`src/rtl/wb_lfsr_initiator.sv`:
```
// rtl/wb_lfsr_initiator.sv - Wishbone pipelined initiator for the LFSR responder port
// One command in flight; a read gathers WORD_BITS single-bit transfers LSB-first.
module wb_lfsr_initiator #(
   parameter int WORD_BITS = 8,
   parameter int TIMEOUT   = 255
) (
   input  logic                 clk,
   input  logic                 rst_n,
   input  logic                 cmd_valid,
   output logic                 cmd_ready,
   input  logic                 cmd_we,
   input  logic                 cmd_addr,
   input  logic [7:0]           cmd_wdata,
   output logic                 rsp_valid,
   output logic [WORD_BITS-1:0] rsp_data,
   output logic                 rsp_err,
   output logic                 busy,
   output logic                 o_wb_cyc,
   output logic                 o_wb_stb,
   output logic                 o_wb_we,
   output logic                 o_wb_addr,
   output logic [7:0]           o_wb_data,
   input  logic                 i_wb_stall,
   input  logic                 i_wb_data,
   input  logic                 i_wb_ack
);
   localparam logic [1:0] S_IDLE = 2'd0;
   localparam logic [1:0] S_REQ  = 2'd1;
   localparam logic [1:0] S_WAIT = 2'd2;
   localparam logic [1:0] S_RESP = 2'd3;

   localparam int BW = (WORD_BITS > 1) ? $clog2(WORD_BITS) : 1;
   localparam logic [BW-1:0] LAST_BIT = BW'(WORD_BITS - 1);
   localparam logic [7:0] TMO_LAST = 8'(TIMEOUT - 1);

   logic [1:0]           state;
   logic [BW-1:0]        bit_cnt;
   logic [7:0]           tmo;
   logic [WORD_BITS-1:0] shift;
   logic [WORD_BITS-1:0] shift_ins;

   // Word as it will look once the bit on the bus this cycle is stored.
   always_comb begin
      shift_ins = shift;
      shift_ins[bit_cnt] = i_wb_data;
   end

   always_ff @(posedge clk or negedge rst_n) begin
      if (!rst_n) begin
         state     <= S_IDLE;
         bit_cnt   <= '0;
         tmo       <= '0;
         shift     <= '0;
         cmd_ready <= 1'b1;
         busy      <= 1'b0;
         rsp_valid <= 1'b0;
         rsp_data  <= '0;
         rsp_err   <= 1'b0;
         o_wb_cyc  <= 1'b0;
         o_wb_stb  <= 1'b0;
         o_wb_we   <= 1'b0;
         o_wb_addr <= 1'b0;
         o_wb_data <= '0;
      end else begin
         rsp_valid <= 1'b0;
         case (state)
            S_IDLE: begin
               if (cmd_valid && cmd_ready) begin
                  o_wb_we   <= cmd_we;
                  o_wb_addr <= cmd_addr;
                  o_wb_data <= cmd_wdata;
                  o_wb_cyc  <= 1'b1;
                  o_wb_stb  <= 1'b1;
                  shift     <= '0;
                  bit_cnt   <= '0;
                  tmo       <= '0;
                  rsp_data  <= '0;
                  rsp_err   <= 1'b0;
                  cmd_ready <= 1'b0;
                  busy      <= 1'b1;
                  state     <= S_REQ;
               end
            end
            S_REQ: begin
               if (!i_wb_stall) begin
                  o_wb_stb <= 1'b0;
                  tmo      <= '0;
                  state    <= S_WAIT;
               end else if (tmo == TMO_LAST) begin
                  o_wb_cyc  <= 1'b0;
                  o_wb_stb  <= 1'b0;
                  rsp_valid <= 1'b1;
                  rsp_err   <= 1'b1;
                  rsp_data  <= shift;
                  state     <= S_RESP;
               end else begin
                  tmo <= tmo + 8'd1;
               end
            end
            S_WAIT: begin
               if (i_wb_ack) begin
                  if (!o_wb_we) shift <= shift_ins;
                  if (o_wb_we || bit_cnt == LAST_BIT) begin
                     o_wb_cyc  <= 1'b0;
                     rsp_valid <= 1'b1;
                     rsp_err   <= 1'b0;
                     rsp_data  <= o_wb_we ? '0 : shift_ins;
                     state     <= S_RESP;
                  end else begin
                     // cyc stays high so the whole read burst is one bus cycle
                     bit_cnt  <= bit_cnt + BW'(1);
                     tmo      <= '0;
                     o_wb_stb <= 1'b1;
                     state    <= S_REQ;
                  end
               end else if (tmo == TMO_LAST) begin
                  o_wb_cyc  <= 1'b0;
                  rsp_valid <= 1'b1;
                  rsp_err   <= 1'b1;
                  rsp_data  <= shift;
                  state     <= S_RESP;
               end else begin
                  tmo <= tmo + 8'd1;
               end
            end
            default: begin
               cmd_ready <= 1'b1;
               busy      <= 1'b0;
               state     <= S_IDLE;
            end
         endcase
      end
   end
endmodule

```
`config.mk`:
```
export PLATFORM = sky130hd
export DESIGN_NAME = wb_lfsr_initiator
export DESIGN_NICKNAME = d
export VERILOG_FILES = /design/src/rtl/wb_lfsr_initiator.sv
export SDC_FILE = /design/constraint.sdc
export NUM_CORES = 1
export LEC_CHECK = 0
export ABC_AREA = 1
export CELL_PAD_IN_SITES_DETAIL_PLACEMENT = 1
export CELL_PAD_IN_SITES_GLOBAL_PLACEMENT = 1
export CORE_ASPECT_RATIO = 1.2
export CORE_MARGIN = 2
export CORE_UTILIZATION = 42
export DETAILED_ROUTE_END_ITERATION = 8
export GPL_TIMING_DRIVEN = 0
export PLACE_DENSITY_LB_ADDON = 0.15
export SETUP_SLACK_MARGIN = 0.1
export SYNTH_ARGS = -nofsm -noshare
export SYNTH_HDL_FRONTEND = slang
export SYNTH_SLANG_ARGS = --single-unit
```
`constraint.sdc`:
```
create_clock -name clk -period 4.28 [get_ports clk]
set_clock_uncertainty 0.05 [all_clocks]
set_input_delay 0.856 -clock clk [delete_from_list [all_inputs] [get_ports clk]]
set_output_delay 0.856 -clock clk [all_outputs]
set_load 0.01 [all_outputs]
```
; ---- Word-level counts from Yosys, hierarchy flattened
; Index checks and enable logic that the tools add are counted.
[word_totals]
ff_bits = 45
input_bits = 16
wordCells = 96
[op_classes]
add_sub_neg = 2
n_lt_le_gt_ge = 2
eq_ne = 12
n_mux = 51
bitwise = 1
n_reduce_logical = 14
[ops]
columns = op, n
row1 = 8-bit 2-to-1 mux, 12
row2 = 8-bit case mux with 3 select lines, 2
row3 = 1-bit 2-to-1 mux, 18
row4 = 8-bit case mux with 2 select lines, 1
row5 = 4-bit AND reduction, 3
row6 = 2-bit 2-to-1 mux, 5
row7 = "2-bit inequality test, second input constant", 5
row8 = 3-bit 2-to-1 mux, 3
row9 = "3-bit inequality test, second input constant", 3
row10 = 1-bit case mux with 3 select lines, 3
row11 = "8-bit by 1-bit adder with 8-bit output, second input constant", 1
row12 = 8-bit bitwise mux, 1
row13 = "8-bit == test, second input constant", 1
row14 = 1-bit case mux with 2 select lines, 3
row15 = 2-bit case mux with 3 select lines, 1
row16 = 3-bit case mux with 2 select lines, 1
row17 = 5-bit AND reduction, 1
row18 = "3-bit by 4-bit < comparator with 1-bit output, second input constant", 1
row19 = 2-bit AND reduction, 2
row20 = "3-bit by 1-bit adder with 3-bit output, second input constant", 1
row21 = 1-bit demux with 3-bit select, 1
row22 = "3-bit == test, second input constant", 1
row23 = "3-bit by 1-bit greater-or-equal comparator with 1-bit output, second input constant", 1
row24 = 3-bit AND reduction, 1
row25 = other kinds (9), 10

; ---- Longest topological paths before layout
[logic_depth]
word_depth = 9
ltp_mapped = 11
mapped_depth_nobuf = 11

; ---- Worst setup path before layout
; No wires, ideal clock.
[synth_timing]
path_kind = input to register
start = in cmd_valid
end = reg tmo[6]
arrival_ns = 1.598
path_slack_ns = 2.555
cell_stages = 8
n_path_buf = 0
cell_sequence = nand2_1 nand2_1 nand2_1 inv_1 nand2_2 nor2_4 nand2_1 o21ai_1
[synth_via]
elab_chain_cells = 3
[synth_rtl]
columns = item, line_no
row1 = start: declaration, 9  ; input logic cmd_valid,
row2 = 1-bit logical AND, 68  ; if (cmd_valid && cmd_ready) begin
row3 = 2-bit inequality test (no line), -
row4 = 3-bit AND reduction (no line), -
row5 = end signal: assignment, 97  ; tmo <= tmo + 8'd1;
row6 = end signal: assignment, 123  ; tmo <= tmo + 8'd1;
row7 = end: declaration, 38  ; logic [7:0] tmo;
; No other way between the ends.
; A chain may end at the register's enable or synchronous reset.

; ---- Final worst setup path
[layout_timing]
start = reg cmd_ready
end = out cmd_ready
[layout_lines]
columns = item, line_no
row1 = start: declaration, 10  ; output logic cmd_ready,
row2 = start signal: assignment, 54  ; cmd_ready <= 1'b1;
row3 = start signal: assignment, 79  ; cmd_ready <= 1'b0;
row4 = start signal: assignment, 127  ; cmd_ready <= 1'b1;
; No word-level cell between the ends.

==> flow_metrics.tcl <==
set metrics [dict create \
    status "complete, no violations" \
    ys_ff_latch 45 \
    grt.busiest_layer "met2" \
    n_antenna_cell 0 \
    overflow 0 \
    syn_area_per_cell_sq_um 7.69 \
    antenna_found_initial 0 \
    vias_per_cell 5.04 \
    grt_start_max_net_pins 27 \
    wl_per_cell_microns 14.6 \
    worstRegToRegCells 9 \
    clock.fmax_mhz 431 \
    max-slew-margin-rel_pct 65.1 \
    ff2ff_setup_slack_ns 2.36 \
    hp-class "reg -> reg" \
    cts.repair.resized 0 \
    crit_fanout 4 \
    grt_pass1_vias 2426 \
    power.density_nw_per_um2 533 \
    drv_cap 0 \
    fin_nets 405 \
    critPathTopFamily "flip-flops" \
    hold_end "o_wb_stb" \
    cts_setup_buffers 0 \
    vdd_drop_max_mv 0.332 \
    cts_buffers 5 \
    p_leak_nw 1.56 \
    syn_area_sq_um 2570 \
    yosysSeqAreaShare_pct 43.9 \
    grt_util_all_layers_pct 22.5 \
    dpl_worst_slack_ns 1.71 \
    cts_hold_buf 0 \
    cts.sinks 45 \
    cts_max_path_buffers 2 \
    fp.dieW_microns 75.4 \
    min-delay-start "o_wb_stb" \
    area_delta_synth_final_pct 24.3 \
    yosysWarnings 0 \
    met2_usage_pct 38.4 \
    critical_path.cell_chain "clkdlybuf4s50_1" \
    layout-drive-gt1-share_pct 11.8 \
    rows 31 \
    slowest_delay_ns 0.57 \
    die_h_microns 89.7 \
    pin_count 40 \
    grtUsageMet3_pct 5.02 \
    cts_tree "built" \
    setup_violations 0 \
    coreArea_sq_um 5970 \
    hold_viol_final 0 \
    critPathLaunchType "flop" \
    crit_buf_inv 1 \
    grt_pass1_wl_mm 11.5 \
    worstHoldPathCells 2 \
    yosys.cell_types.count 28 \
    period_share_pct 54.2 \
    dp_hpwl_mm 5.02 \
    required_ns 3.37 \
    min_period_ns 2.32 \
    critPathSlowestCell "dfstp_2" \
    first_pass_iters 4 \
    clk_latency_ns 0.30 \
    syn_inst 334 \
    worst_setup_path_end_kind "output pin" \
    dr_total_vias 2337 \
    antenna_left 0 \
    worst_slack_ns 1.96 \
    wl_mm 6.78 \
    rsz0062_at_grt "false" \
    cts_root_buf "clkbuf_8" \
    fillers 772 \
    place.gp.congestion 0.760 \
    start_util_pct 43.0 \
    die_area_sq_um 6760 \
    syn_nets 358 \
    r2r-start "bit_cnt[1]" \
    clk_pin_slew_worst_paths_ns 0.08 \
    drtIter0Drc 117 \
    htreeDepth 2 \
    worstPathArrival_ns 1.41 \
    worst_pin_slew_ns 0.523 \
    finalSetupTns_ns 0 \
    met1_usage_pct 28.1 \
    portBuffers 39 \
    slew_viol_final 0 \
    finalPower_w 0.00170 \
    route.detailed.drc 0 \
    crit_type "reg -> out" \
    fin_util_pct 53.4 \
    rr_endpoint "bit_cnt[2]" \
]
per-stage QoR:
stage	cells	cell area, sq um	hold WS [ns]
after global routing	464	3190	0.482
after floorplan	334	2570	0.442
after CTS	464	3190	0.458
final	464	3190	0.449
after global placement	455	3060	0.429
after detailed placement	456	3080	0.434
Yosys cell counts (all sizes together):
library cell  instances  area (sq um)
ha                    8           100
o21ai                35           179
xor2                  1          8.76
a21oi                 2          10.0
inv                  49           186
nor3                  1          16.3
a31oi                 1          6.26
nor3b                 1          12.5
dfstp                 1          26.3
o22ai                 1          6.26
dfrtp                44          1100
nor2                 18           116
nand2               123           472
nand4                 2          12.5
buf                   4          35.0
or2                   1          6.26
mux2                 10           113
nand3                32           160
sequential cells by signal, indices dropped and copies added (netlist names), 2 cells and up:
| signal | count |
|---|---|
| rsp_data | 8 |
| o_wb_data | 8 |
| state | 2 |
| bit_cnt | 3 |
| shift | 8 |
| tmo | 8 |
worst max path at each step:
stage	from	end	slack (ns)	depth (start not counted)
after detailed placement	cmd_valid	shift[4]	1.71	6
final	cmd_ready	cmd_ready	1.96	1
after CTS	cmd_ready	cmd_ready	1.95	1
after global routing	o_wb_we	o_wb_we	1.89	1
after global placement	rst_n	o_wb_data[0]	0.87	1
after floorplan	cmd_valid	tmo[6]	2.56	8
layer usage:
metal	wire (microns)	vias to the layer above
li1	-	1143
met1	2840	1136
met2	3540	46
met3	280	12
met4	116	0
met5	0	-
power by group:
part	switching (W)	internal (W)
Sequential	0.0000718	0.000517
Combinational	0.000461	0.000308
Clock	0.000153	0.000191
Total	0.000685	0.00102
layout make-up:
class | count | area [sq um] | share of cell area (%)
multi-input cells | 236 | 1220 | 38.2
flip-flops and latches | 45 | 1130 | 35.3
repair buffers | 40 | 405 | 12.7
inverters | 49 | 186 | 5.84
well taps | 82 | 103 | 3.21
clock buffers | 7 | 86.3 | 2.70
plain buffers | 4 | 35.0 | 1.10
clock inverters | 1 | 30.0 | 0.941
logic make-up (layout without fill, tap and decap cells):
family | after synthesis | in the layout | synth area share, %
flops | 45 | 45 | 43.9
compound gates | 39 | 39 | 7.85
xor+xnor | 1 | 1 | 0.341
fa+ha+maj | 8 | 8 | 3.90
buf+inv | 53 | 101 | 8.63
mux | 10 | 10 | 4.39
simple gates | 178 | 178 | 31.0
placed cells by master, fill, tap and decap left out, types with 2 or more instances in the layout:
cell and n:
nand2_1 119, inv_1 44, dfrtp_1 44, clkdlybuf4s50_1 38, nand3_1 32, o21ai_0 27, nor2_1 10, mux2_2 10
ha_1 8, o21ai_1 7, clkbuf_8 6, nor2_2 4, inv_2 4, nand2_2 4, nor2_4 3, buf_6 2
a21oi_1 2, nand4_1 2, buf_2 2
Note: power is estimated with default switching activity, not from simulation.
